`src/rtl/uart_tx.sv`:
```
// Serial transmitter: start bit, DATA_WIDTH data bits LSB first, optional
// parity, one stop bit; each bit lasts Prescale clocks.
module uart_tx #(
  parameter int DATA_WIDTH    = 8,
  parameter int PRESCALE_BITS = 5
) (
  input  logic                     CLK,
  input  logic                     RST,
  input  logic [DATA_WIDTH-1:0]    P_DATA,
  input  logic                     Data_Valid,
  input  logic                     PAR_EN,
  input  logic                     PAR_TYP,
  input  logic [PRESCALE_BITS-1:0] Prescale,
  output logic                     TX_OUT,
  output logic                     Busy
);

  localparam int IDX_W = (DATA_WIDTH > 1) ? $clog2(DATA_WIDTH) : 1;
  localparam logic [IDX_W-1:0] LAST_IDX = IDX_W'(DATA_WIDTH - 1);

  typedef enum logic [2:0] {IDLE, START, DATA, PARITY, STOP} state_t;

  state_t                   state, state_nxt;
  logic [PRESCALE_BITS-1:0] edge_cnt, edge_cnt_nxt, ps_reg, ps_last;
  logic [IDX_W-1:0]         bit_idx, bit_idx_nxt;
  logic [DATA_WIDTH-1:0]    data_reg;
  logic                     par_en_reg, par_typ_reg;
  logic                     bit_done, par_bit;
  logic                     tx_nxt, busy_nxt;

  // A latched Prescale of 0 is treated as a one-cycle bit.
  assign ps_last  = (ps_reg == '0) ? '0 : ps_reg - 1'b1;
  assign bit_done = (state != IDLE) && (edge_cnt == ps_last);
  assign par_bit  = (^data_reg) ^ par_typ_reg;

  always_ff @(posedge CLK or negedge RST) begin
    if (!RST) state <= IDLE;
    else      state <= state_nxt;
  end

  always_comb begin
    state_nxt = state;
    case (state)
      IDLE:    if (Data_Valid) state_nxt = START;
      START:   if (bit_done) state_nxt = DATA;
      DATA:    if (bit_done && bit_idx == LAST_IDX)
                 state_nxt = par_en_reg ? PARITY : STOP;
      PARITY:  if (bit_done) state_nxt = STOP;
      STOP:    if (bit_done) state_nxt = IDLE;
      default: state_nxt = IDLE;
    endcase
  end

  always_comb begin
    edge_cnt_nxt = (state == IDLE || bit_done) ? '0 : edge_cnt + 1'b1;
    bit_idx_nxt  = '0;
    if (state == DATA)
      bit_idx_nxt = !bit_done ? bit_idx :
                    (bit_idx == LAST_IDX) ? '0 : bit_idx + 1'b1;
  end

  // Line level is computed for the state being entered so the flop
  // changes on the same edge as the state.
  always_comb begin
    tx_nxt   = 1'b1;
    busy_nxt = (state_nxt != IDLE);
    case (state_nxt)
      START:   tx_nxt = 1'b0;
      DATA:    tx_nxt = data_reg[bit_idx_nxt];
      PARITY:  tx_nxt = par_bit;
      default: tx_nxt = 1'b1;
    endcase
  end

  always_ff @(posedge CLK or negedge RST) begin
    if (!RST) begin
      edge_cnt    <= '0;
      bit_idx     <= '0;
      data_reg    <= '0;
      par_en_reg  <= 1'b0;
      par_typ_reg <= 1'b0;
      ps_reg      <= '0;
      TX_OUT      <= 1'b1;
      Busy        <= 1'b0;
    end else begin
      edge_cnt <= edge_cnt_nxt;
      bit_idx  <= bit_idx_nxt;
      TX_OUT   <= tx_nxt;
      Busy     <= busy_nxt;
      if (state == IDLE && Data_Valid) begin
        data_reg    <= P_DATA;
        par_en_reg  <= PAR_EN;
        par_typ_reg <= PAR_TYP;
        ps_reg      <= Prescale;
      end
    end
  end

endmodule

```
`config.mk`:
```
export PLATFORM = sky130hd
export DESIGN_NAME = uart_tx
export DESIGN_NICKNAME = d
export VERILOG_FILES = /design/src/rtl/uart_tx.sv
export SDC_FILE = /design/constraint.sdc
export NUM_CORES = 1
export LEC_CHECK = 0
export ABC_CLOCK_PERIOD_IN_PS = 9010
export CORE_MARGIN = 1
export CORE_UTILIZATION = 50
export CTS_CLUSTER_DIAMETER = 150
export CTS_CLUSTER_SIZE = 14
export DETAILED_ROUTE_END_ITERATION = 6
export PLACE_DENSITY = 0.73
export SYNTH_ARGS = -nofsm -noshare
export SYNTH_HDL_FRONTEND = slang
export SYNTH_SLANG_ARGS = --single-unit
```
`constraint.sdc`:
```
create_clock -name CLK -period 9.01 [get_ports CLK]
set_input_delay 1.802 -clock CLK [delete_from_list [all_inputs] [get_ports CLK]]
set_output_delay 1.802 -clock CLK [all_outputs]
set_load 0.1 [all_outputs]
```
After elaboration in Yosys (flattened, before gate mapping)
Index checks and enable logic that the tools add are counted.

ROM bits: 0. Register bits: 28. Bits of input ports: 18. Memories kept: 0. Memory bits (writable): 0. Bits in latches: 0. Output and inout bits: 2.

Multiplexer cells: 15. Equal/unequal tests: 9. Reductions and logical operators: 9. Bitwise operators: 1. $mul: 0. Shift operators: 0. Divide/modulo/power cells: 0. Magnitude comparators: 1. $add $sub $neg: 3.

Operator list (number): $mux W3 (9); $pmux W3 S5 (1); $eq A3 B2 Y1 const B (4); $mux W5 (2); $reduce_xor A8 Y1 (1); $eq A3 B1 Y1 const B (2); $eq A3 B3 Y1 const B (2); $reduce_bool A3 Y1 (2); $add A5 B1 Y5 const B (1); $eq A5 B5 Y1 (1); $logic_not A5 Y1 (1); $sub A5 B1 Y5 const B (1); $lt A3 B4 Y1 const B (1); $add A3 B1 Y3 const B (1); $bmux W1 S3 (1); $logic_and A1 B1 Y1 (3); $logic_not A3 Y1 (1); $pmux W1 S3 (1); $logic_or A1 B1 Y1 (1); $mux W1 (1); $xor A1 B1 Y1 (1).

Logic depth before layout (Yosys ltp)
Depth in word-level cells: 9. Gate-level depth with buffers: 12. Mapped depth without buffers: 11.

Least setup slack after synthesis
OpenSTA, ideal clock, no wires.

Path type: flip-flop to flip-flop. From: reg ps_reg[0]. To: reg TX_OUT. Clock period less this slack: 2958 ps. Slack: 6052 ps. Arrival: 2880 ps. Buffers on the path: 1. Cell stages (with the launch flop): 13. Cell sequence: dfrtp_1 > inv_1 > ha_1 > or4b_4 > or3_1 > o311a_2 > nor4_4 > buf_6 > mux2i_1 > o21ai_0 > o32ai_1 > a22oi_1 > and3_1.

Word-level cells in the longest chain between the ends: 9. Elaborated cells on any way between the ends: 19. Classes of those cells: 1 x add/sub; 4 x eq/ne; 11 x mux; 3 x reduce/logical.

RTL lines: from (decl) (RTL line 24) `logic [PRESCALE_BITS-1:0] edge_cnt, edge_cnt_nxt, ps_reg, ps_last;`; from (signal assigned) (RTL line 94) `ps_reg <= Prescale;`; $sub A5 B1 Y5 / $logic_not A5 Y1 (equally long branches) (RTL line 32) `assign ps_last = (ps_reg == '0) ? '0 : ps_reg - 1'b1;`; $mux W5 * (RTL line 32); $eq A5 B5 Y1 * (RTL line 33) `assign bit_done = (state != IDLE) && (edge_cnt == ps_last);`; $logic_and A1 B1 Y1 * (RTL line 33); $mux W3 * (RTL line 58) `bit_idx_nxt = !bit_done ? bit_idx :`; $mux W3 * (RTL line 57) `if (state == DATA)`; via bit_idx_nxt[2] (RTL line 25) `logic [IDX_W-1:0] bit_idx, bit_idx_nxt;`; $bmux W1 S3 * (RTL line 69) `DATA: tx_nxt = data_reg[bit_idx_nxt];`; $mux W1 (implied by the code) * (RTL line 69); $pmux W1 S3 * (RTL line 67) `case (state_nxt)`; via tx_nxt (RTL line 29) `logic tx_nxt, busy_nxt;`; to (signal assigned) (RTL line 88) `TX_OUT <= tx_nxt;`; to (decl) (RTL line 14) `output logic TX_OUT,`.

Mark *: on every way through the listed nets, which the timed path passes. The rest lies on a longest branch. The select of a mux whose other input is x is not followed. A chain may end at the register's enable or synchronous reset.

Worst setup path after layout
From: reg TX_OUT. To: out TX_OUT.

No word-level cell between the ends.

==> flow_summary.toml <==
[detailed_routing]
vias_per_cell = 5.82
dr.pass1.iters = 6
drt-total-wl_um = 3000
wl_per_cell_um = 14.6
met2_wirelength_um = 1490
via_count = 1193
met3_length_um = 136
drc = 2
top_layer_used = "met4"
drt_iter0_drc = 29
ant_nets = 0
wl_met1_um = 1320

[timing]
setup_viol_count_final = 0
period_share = 0.425
slew_headroom = 0.350
max_slew.worst_pin.slew_ns = 0.972
fin_worst_skew_ns = 0.00538
fin_crit_ns = 3.83
clock.fmax_mhz = 261
hold_viol_final = 0
tns_ns = 0
final-max-slew-violation-count = 0
grt_setup_unrepaired = "false"
hold_ws_ns = 0.547

[power_and_ir_drop]
switchingPower_uw = 42.8
p_comb_frac = 0.045
switching_share = 0.194
cellPowerDensity_mw_per_mm2 = 120
power_frac_seq = 0.571
p_clk_frac = 0.384
leakage_nw = 0.826
ir_drop_mv = 0.0697
p_total_uw = 220
internal_power_uw = 177

[worst_setup_path]
reg2reg_slack_ns = 5.45
cp_data_required_time_ns = 7.21
worstPathArrival_ns = 2.02
crit_buf_inv = 1
critical_path_class = "flip-flop to output port"
rr_startpoint = "ps_reg[0]$_DFFE_PN0P_"
cp_slowest_stage_delay_ns = 1.13
worstSetupStartpointType = "flip-flop"
cp-end-kind = "output port"
crit_fanout = 1
worstSetupStartpoint = "TX_OUT$_DFF_PN1_"
critical-path-top-delay-family = "buffers and inverters"
cpMaxStageDelayCell = "clkdlybuf4s50_1"
crit_chain = "clkdlybuf4s50_1"

[final_layout]
diodes = 0
final_nets = 197
drive_above_1_share = 0.115
largest_register_ffs = 8
final_core_util = 0.645
multiInputGateArea_um2 = 815
fill_cells = 247
syn_to_final_growth_pct = 17.2
seqCellArea_um2 = 702
fin_area_mm2 = 0.00184

[global_routing]
grt-ovfl-total = 0
grt_max_degree = 29
grt_pass1_vias = 1211
grt_util_all_layers = 0.208
grt_pass1_wl_um = 5280
antenna_found_initial = 0

[placement]
place_area_mm2 = 0.00179
port_buffers = 19
gp_congestion = 0.750
dp_hpwl_um = 2250

[clock_network]
h-tree-depth = 1
cts.path.max_buffers = 2
clock-sinks = 28
cts_buffers = 3
cts_setup_buffers = 0
cts_resized = 0
cts-root-buf = "clkbuf_4"
hold_buffers = 0
tritoncts = "built"
clkTransAtPathRegs_ns = 0.16
clk_latency_ns = 0.34

[synthesis]
synth_enable_flop_cells = 0
yosys.area.top_type = "dfrtp_1"
synthesis.area_mm2 = 0.00157
yosysMostFrequentCell = "dfrtp_1"
synth_top_area_frac = 0.431
synth_commonest_cells = "dfrtp_1, nand2_1, nor2_1, mux2_2"
synth_flop_cell = "dfrtp_1"
ys_seq_area_frac = 0.447
async_flop_share = 1.00
syn_inst = 153
yosys_warnings = 0
synthTopCellsByArea = "dfrtp_1, mux2_2, xnor2_1"
yosysUniqueCellTypes = 42
synth_nets = 175
synth_seq_cells = 28
synth.avg_cell_area_um2 = 10.3

[hold_path]
hp-class = "flip-flop to flip-flop"
hp-start = "par_typ_reg$_DFFE_PN0P_"

[floorplan]
die_area_mm2 = 0.00337
dieHeight_um = 58.0
fp.dieW_um = 58.0
rows = 19
design.core.area_mm2 = 0.00285
initial_core_util = 0.550
ioPinCount = 20

[status]
violations = "DRC"
status = "complete, but fails checks"

[job]
cap_violations = 0
-- power groups by stage --
stage	Sequential [mW]	Combinational (mW)	Clock [mW]
after global routing	0.126	0.0111	0.0903
after CTS	0.126	0.0103	0.0869
after detailed placement	0.128	0.0103	0
after global placement	0.128	0.00996	0
after floorplan	0.128	0.0000650	0
final	0.126	0.00996	0.0846
-- kinds of logic (layout without fill, tap and decap cells) --
family	Yosys count	count (layout)	synth area share
AOI/OAI and AO/OA	26	26	0.122
xor gates and xnor gates	13	13	0.0726
adders and majority gates	4	4	0.0319
buffers and inverters	12	33	0.0335
DFF	28	28	0.447
muxes	13	13	0.0909
and+or+nand+nor	57	57	0.202
-- path summary, 6_finish.rpt --
path,endpoint,cells past startpoint
worst max-delay path,TX_OUT,1
worst min-delay path,par_typ_reg$_DFFE_PN0P_,1
worst min register to register,par_typ_reg$_DFFE_PN0P_,1
worst max register to register,TX_OUT$_DFF_PN1_,11
max in group asynchronous,TX_OUT$_DFF_PN1_,2
min in group asynchronous,par_en_reg$_DFFE_PN0P_,2
-- final cells by class --
type | count | area share
multi-input combinational | 113 | 0.443
clock buffer | 3 | 0.0122
clock inverter | 1 | 0.0163
tap | 31 | 0.0211
timing repair buffer | 20 | 0.107
sequential | 28 | 0.382
inverter | 9 | 0.0184
-- through the flow --
stage,std cells,setup WS [ns]
6_report,205,5.18
5_1_grt,205,5.17
4_1_cts,205,5.18
3_5_place_dp,201,5.48
3_3_place_gp,201,5.59
2_1_floorplan,153,6.05
-- routing by layer --
| layer | GRT usage | up-vias |
|---|---|---|
| met5 | 0 | - |
| met4 | 0.0816 | 0 |
| met3 | 0.0335 | 5 |
| met2 | 0.374 | 21 |
| met1 | 0.248 | 586 |
| li1 | - | 581 |
-- layout by cell type, fill, tap and decap left out, types with 2 or more instances in the layout --
cell              n
ha_1              4
nor3b_1           2
nand3_1           5
xor2_1            4
xnor2_1           9
nor2_1           11
clkbuf_4          3
nor3_1            2
o21ai_1           2
a21oi_1           5
mux2_2           10
clkdlybuf4s50_1  19
or3_1             2
and2_1            2
inv_1             9
mux2i_1           3
o21ai_0           6
dfrtp_1          27
nor2b_1           5
nand2_1          13
and3_1            3
nand2b_1          6
(Power assumes the default switching activity.)
==> edit 1, RTL diff (config.mk and constraints unchanged) <==
Encoding of `state_t`: now one-hot (5 bits for 5 states).
--- a/src/rtl/uart_tx.sv
+++ b/src/rtl/uart_tx.sv
@@ -18,7 +18,7 @@
   localparam int IDX_W = (DATA_WIDTH > 1) ? $clog2(DATA_WIDTH) : 1;
   localparam logic [IDX_W-1:0] LAST_IDX = IDX_W'(DATA_WIDTH - 1);
 
-  typedef enum logic [2:0] {IDLE, START, DATA, PARITY, STOP} state_t;
+  typedef enum logic [4:0] {IDLE = 5'b00001, START = 5'b00010, DATA = 5'b00100, PARITY = 5'b01000, STOP = 5'b10000} state_t;
 
   state_t                   state, state_nxt;
   logic [PRESCALE_BITS-1:0] edge_cnt, edge_cnt_nxt, ps_reg, ps_last;
Formal check against the unedited RTL: same outputs for any inputs over 10 cycles, from zero or initial values and one cycle with RST low; not proved beyond that.
==> edit 1 against the original RTL <==
  * Wire length increased by 11%
  * Design area is 13% higher
  * Synthesized cell count is 9.8% higher
  * Area after synthesis rose by 13%
  * Count of clock-buffer cells in the layout grew 5
  * Sequential cell count rose by 2
  * Worst setup slack better by 0.058 ns
  * Largest cell class unchanged
  * Highest routed layer unchanged
Power is not compared: it rests on default switching activity, and its combinational part moved more than twofold at a synthesized area within 25%.
==> edit 1: results (changes against the original RTL) <==
<table>
<tr><th>Metric</th><th>Value</th></tr>
<tr><th colspan="2">Clock network</th></tr>
<tr><td>Clock transition at the registers of the reported paths</td><td>0.09 ns (-0.07 ns)</td></tr>
<tr><td>Depth of the CTS H-tree</td><td>2 (+1)</td></tr>
<tr><th colspan="2">Worst setup path</th></tr>
<tr><td>Setup slack of the most critical reg-to-reg path</td><td>5.99 ns (+0.54 ns)</td></tr>
<tr><td>Data arrival time of the critical path</td><td>1.97 ns (-0.05 ns)</td></tr>
<tr><th colspan="2">Detailed routing</th></tr>
<tr><td>DRT met1 WL</td><td>1510 um (+15%)</td></tr>
<tr><td>Number of vias per cell</td><td>5.67 (-2.6%)</td></tr>
<tr><td>Met3 WL</td><td>128 um (-5.9%)</td></tr>
<tr><td>Drt wl/cell</td><td>14.0 um (-4.3%)</td></tr>
<tr><td>Number of DRC violations after detailed-routing iteration 0</td><td>84 (+190%)</td></tr>
<tr><td>Number of detailed-routing iterations run before antenna repair</td><td>4 (-2)</td></tr>
<tr><th colspan="2">Run status</th></tr>
<tr><td>Outcome</td><td>finished, final reports clean</td></tr>
<tr><th colspan="2">Logic synthesis</th></tr>
<tr><td>Post-synth net total</td><td>190 (+8.6%)</td></tr>
<tr><td>Portion of netlist area occupied by mux cells</td><td>0.124 (+0.0328)</td></tr>
<tr><td>Post-Syn Area per Cell</td><td>10.6 um2 (+3.3%)</td></tr>
<tr><td>Top post-synthesis cells by area</td><td>dfrtp_1 39%, mux2_2 10%, xnor2_1 4.4%, nor2_1 3.2%, dfstp_2 3.0%</td></tr>
<tr><td>Area share of fa/ha/maj cells after synthesis</td><td>0.0281 (-0.00379)</td></tr>
<tr><td>Post-synthesis xor/xnor area fraction</td><td>0.0639 (-0.00862)</td></tr>
<tr><th colspan="2">Timing</th></tr>
<tr><td>Worst Hold Margin</td><td>0.536 ns (-0.0112 ns)</td></tr>
<tr><td>Worst clock skew</td><td>0.00877 ns (+0.00338 ns)</td></tr>
<tr><th colspan="2">Layout</th></tr>
<tr><td>Nets</td><td>212 (+7.6%)</td></tr>
<tr><td>Share of post-route cells with drive strength above 1</td><td>0.204 (+0.0892)</td></tr>
<tr><th colspan="2">Placed design</th></tr>
<tr><td>Routability congestion estimate from global placement</td><td>0.864 (+15%)</td></tr>
<tr><td>Placed standard-cell area</td><td>0.00200 mm2 (+12%)</td></tr>
<tr><td>Dpl ws</td><td>5.60 ns (+0.122 ns)</td></tr>
<tr><td>Total half-perimeter wirelength after legalization and detailed placement</td><td>2460 um (+9.1%)</td></tr>
<tr><th colspan="2">Global route</th></tr>
<tr><td>Global-route wire length before repair</td><td>5690 um (+7.8%)</td></tr>
<tr><td>Global-route usage over all layers</td><td>0.209 (+0.00110)</td></tr>
<tr><td>Met3 track demand over resource in global routing</td><td>0.0630 (+0.0295)</td></tr>
</table>
-- edit 1: cell types whose count changed in the layout (fill, tap and decap cells not counted), sizes merged, moves of 4 or more --
cell    unedited run  this run
nand2             13         4
nor3               2         6
nor2              11        15
nor2b              5         1
clkbuf             3         8
o211ai             1         5
mux2              10        16
nand2b             6         0
-- edit 1: logic make-up after synthesis --
kind of cell	after synthesis
compound gates	39
simple gates	49
mux	20
flops	30
fa+ha+maj	4
xor+xnor	13
buf+inv	13
-- edit 1: worst reg2reg max path, delay by kind of cell (launching register included) --
family | cells | cell delay, ns
buffers and inverters | 1 | 0.09
and+or+nand+nor | 3 | 0.87
AOI/OAI and AO/OA | 5 | 1.24
DFF | 1 | 0.47
adders and majority gates | 1 | 0.26
-- edit 1: worst paths after layout --
path,from,cells after the start,endpoint
max,TX_OUT,1,TX_OUT
min,edge_cnt[0],1,edge_cnt[0]
max reg2reg,ps_reg[0],10,TX_OUT
min reg2reg,edge_cnt[0],1,edge_cnt[0]
max in group asynchronous,RST,2,state[0]
min in group asynchronous,RST,2,Busy
-- edit 1: final cells by class --
cell class                 count  share of cell area
clock buffer                   8              0.0379
sequential                    30               0.362
timing repair buffer          20              0.0950
multi-input combinational    125               0.463
tap                           46              0.0277
inverter                       8              0.0144
-- edit 1: power by group through the flow --
| stage | Combinational (mW) | Sequential (mW) | Clock, mW |
|---|---|---|---|
| 2_1_floorplan | 0.267 | 0.257 | 0 |
| 3_3_place_gp | 0.331 | 0.245 | 0 |
| 3_5_place_dp | 0.340 | 0.249 | 0 |
| 4_1_cts | 0.342 | 0.246 | 0.102 |
| 5_1_grt | 0.371 | 0.257 | 0.108 |
| 6_report | 0.340 | 0.246 | 0.0994 |
==> edit 2, RTL diff (config.mk and constraints unchanged) <==
Made on the original files. `DATA_WIDTH`: 8 -> 16.
--- a/src/rtl/uart_tx.sv
+++ b/src/rtl/uart_tx.sv
@@ -1,7 +1,7 @@
 // Serial transmitter: start bit, DATA_WIDTH data bits LSB first, optional
 // parity, one stop bit; each bit lasts Prescale clocks.
 module uart_tx #(
-  parameter int DATA_WIDTH    = 8,
+  parameter int DATA_WIDTH    = 16,
   parameter int PRESCALE_BITS = 5
 ) (
   input  logic                     CLK,
Interface: changed (resized P_DATA); port bits go from 20 to 28. The function was not compared with the original's and may differ.
==> edit 2 against the original RTL <==
  * Wire length is 40% higher
  * Area after synthesis is 30% higher
  * Die area increased by 29%
  * Design area up 33%
  * Worst setup slack improved by 0.078 ns
  * Non-clock buffer count rose by 8
  * Sequential cell count is 9 higher
  * Critical path type unchanged
  * Critical endpoint unchanged
Power is left out: it rests on default switching activity, and per cell area and clock period it moved more than threefold.
==> edit 2: results (changes against the original RTL) <==
<table>
<tr><th>Metric</th><th>Value</th></tr>
<tr><th colspan="2">Timing</th></tr>
<tr><td>Worst clock skew</td><td>0.00439 ns (-0.000987 ns)</td></tr>
<tr><td>Worst slew slack as a fraction of its limit</td><td>0.248 (-0.102)</td></tr>
<tr><th colspan="2">Logic synthesis</th></tr>
<tr><td>Top cells by count, synth</td><td>36 x dfrtp_1, 21 x mux2_2, 16 x xnor2_1</td></tr>
<tr><td>Post-synthesis xor/xnor area fraction</td><td>0.0856 (+0.0131)</td></tr>
<tr><td>Area share of fa/ha/maj cells after synthesis</td><td>0.0183 (-0.0135)</td></tr>
<tr><td>Number of distinct library cells after synthesis</td><td>47 (+12%)</td></tr>
<tr><td>Top post-synthesis cells by area</td><td>dfrtp_1 44%, mux2_2 12%, xnor2_1 6.9%, o21ai_0 2.9%, nand2_1 2.8%</td></tr>
<tr><td>Synthesized-area fraction occupied by ao, oa, aoi and oai cells</td><td>0.131 (+0.00888)</td></tr>
<tr><td>Post-Syn Area per Cell</td><td>10.5 um2 (+2.8%)</td></tr>
<tr><th colspan="2">Placed design</th></tr>
<tr><td>Post-placement cell count</td><td>264 (+31%)</td></tr>
<tr><td>Routability congestion estimate from global placement</td><td>0.874 (+16%)</td></tr>
<tr><td>Total half-perimeter wirelength after legalization and detailed placement</td><td>3150 um (+40%)</td></tr>
<tr><td>Number of buffer cells added on primary ports</td><td>27 (+8)</td></tr>
<tr><th colspan="2">Detailed routing</th></tr>
<tr><td>Number of vias per cell</td><td>5.66 (-2.8%)</td></tr>
<tr><td>Number of detailed-routing iterations run before antenna repair</td><td>4 (-2)</td></tr>
<tr><td>Number of DRC violations after detailed-routing iteration 0</td><td>91 (+210%)</td></tr>
<tr><td>Wire length on met2</td><td>2030 um (+36%)</td></tr>
<tr><td>DRT met1 WL</td><td>1980 um (+50%)</td></tr>
<tr><th colspan="2">Layout</th></tr>
<tr><td>Nets</td><td>252 (+28%)</td></tr>
<tr><td>Count of filler cells inserted in the layout</td><td>316 (+28%)</td></tr>
<tr><td>Share of post-route cells with drive strength above 1</td><td>0.152 (+0.0375)</td></tr>
<tr><td>Final cell count without fillers</td><td>271 (+32%)</td></tr>
<tr><td>Largest register FFs</td><td>16 (+8)</td></tr>
<tr><th colspan="2">Floorplan</th></tr>
<tr><td>Area of the die</td><td>0.00435 mm2 (+29%)</td></tr>
<tr><td>Std-Cell Core Area</td><td>0.00380 mm2 (+33%)</td></tr>
<tr><th colspan="2">Clock network</th></tr>
<tr><td>Depth of the CTS H-tree</td><td>2 (+1)</td></tr>
<tr><td>Number of CTS-inserted buffers</td><td>5 (+2)</td></tr>
<tr><th colspan="2">Run status</th></tr>
<tr><td>Outcome</td><td>finished, final reports clean</td></tr>
<tr><th colspan="2">Global route</th></tr>
<tr><td>Global-route wire length before repair</td><td>7160 um (+36%)</td></tr>
<tr><td>Via count of the first global-routing pass</td><td>1,533 (+27%)</td></tr>
<tr><td>Maximum number of pins on one net before global-route repair</td><td>38 (+31%)</td></tr>
</table>
[edit 2: changes by cell type in the layout (fill, tap and decap cells not counted), sizes merged, moves of 4 or more]
cell / change
xnor2: +7
dfrtp: +9
mux2: +12
o21ai: +4
clkdlybuf4s50: +8
clkbuf: +4
[edit 2: final timing paths]
| path | from | to | slack (ns) | cells after the start |
|---|---|---|---|---|
| worst max-delay path | TX_OUT | TX_OUT | 5.26 | 1 |
| worst min-delay path | par_typ_reg | par_typ_reg | 0.54 | 1 |
| worst max register to register | ps_reg[0] | TX_OUT | 5.38 | 11 |
| worst min register to register | par_typ_reg | par_typ_reg | 0.54 | 1 |
| max in group asynchronous | RST | TX_OUT | 6.73 | 2 |
| min in group asynchronous | RST | edge_cnt[3] | 1.94 | 2 |
[edit 2: layout make-up]
class / instances / area [um2] / share of cell area
inverters: 6 / 22.5 / 0.00924
flip-flops and latches: 37 / 927 / 0.380
well taps: 48 / 60.1 / 0.0246
repair buffers: 28 / 278 / 0.114
multi-input cells: 145 / 1060 / 0.437
clock buffers: 7 / 86.3 / 0.0354
[edit 2: metal layers]
layer	track usage	up-vias
met2	0.355	35
met3	0.0534	3
met5	0	-
met4	0.0612	0
met1	0.294	745
li1	-	750
[edit 2: per-stage QoR]
stage | utilization | setup WS, ns | cell area [um2] | hold slack [ns]
finish | 0.642 | 5.26 | 2440 | 0.544
global route | 0.642 | 5.11 | 2440 | 0.564
CTS | 0.642 | 5.25 | 2440 | 0.539
detailed placement | 0.619 | 5.04 | 2350 | 0.523
global placement | 0.619 | 5.11 | 2350 | 0.507
floorplan | - | 5.94 | 2050 | 0.474
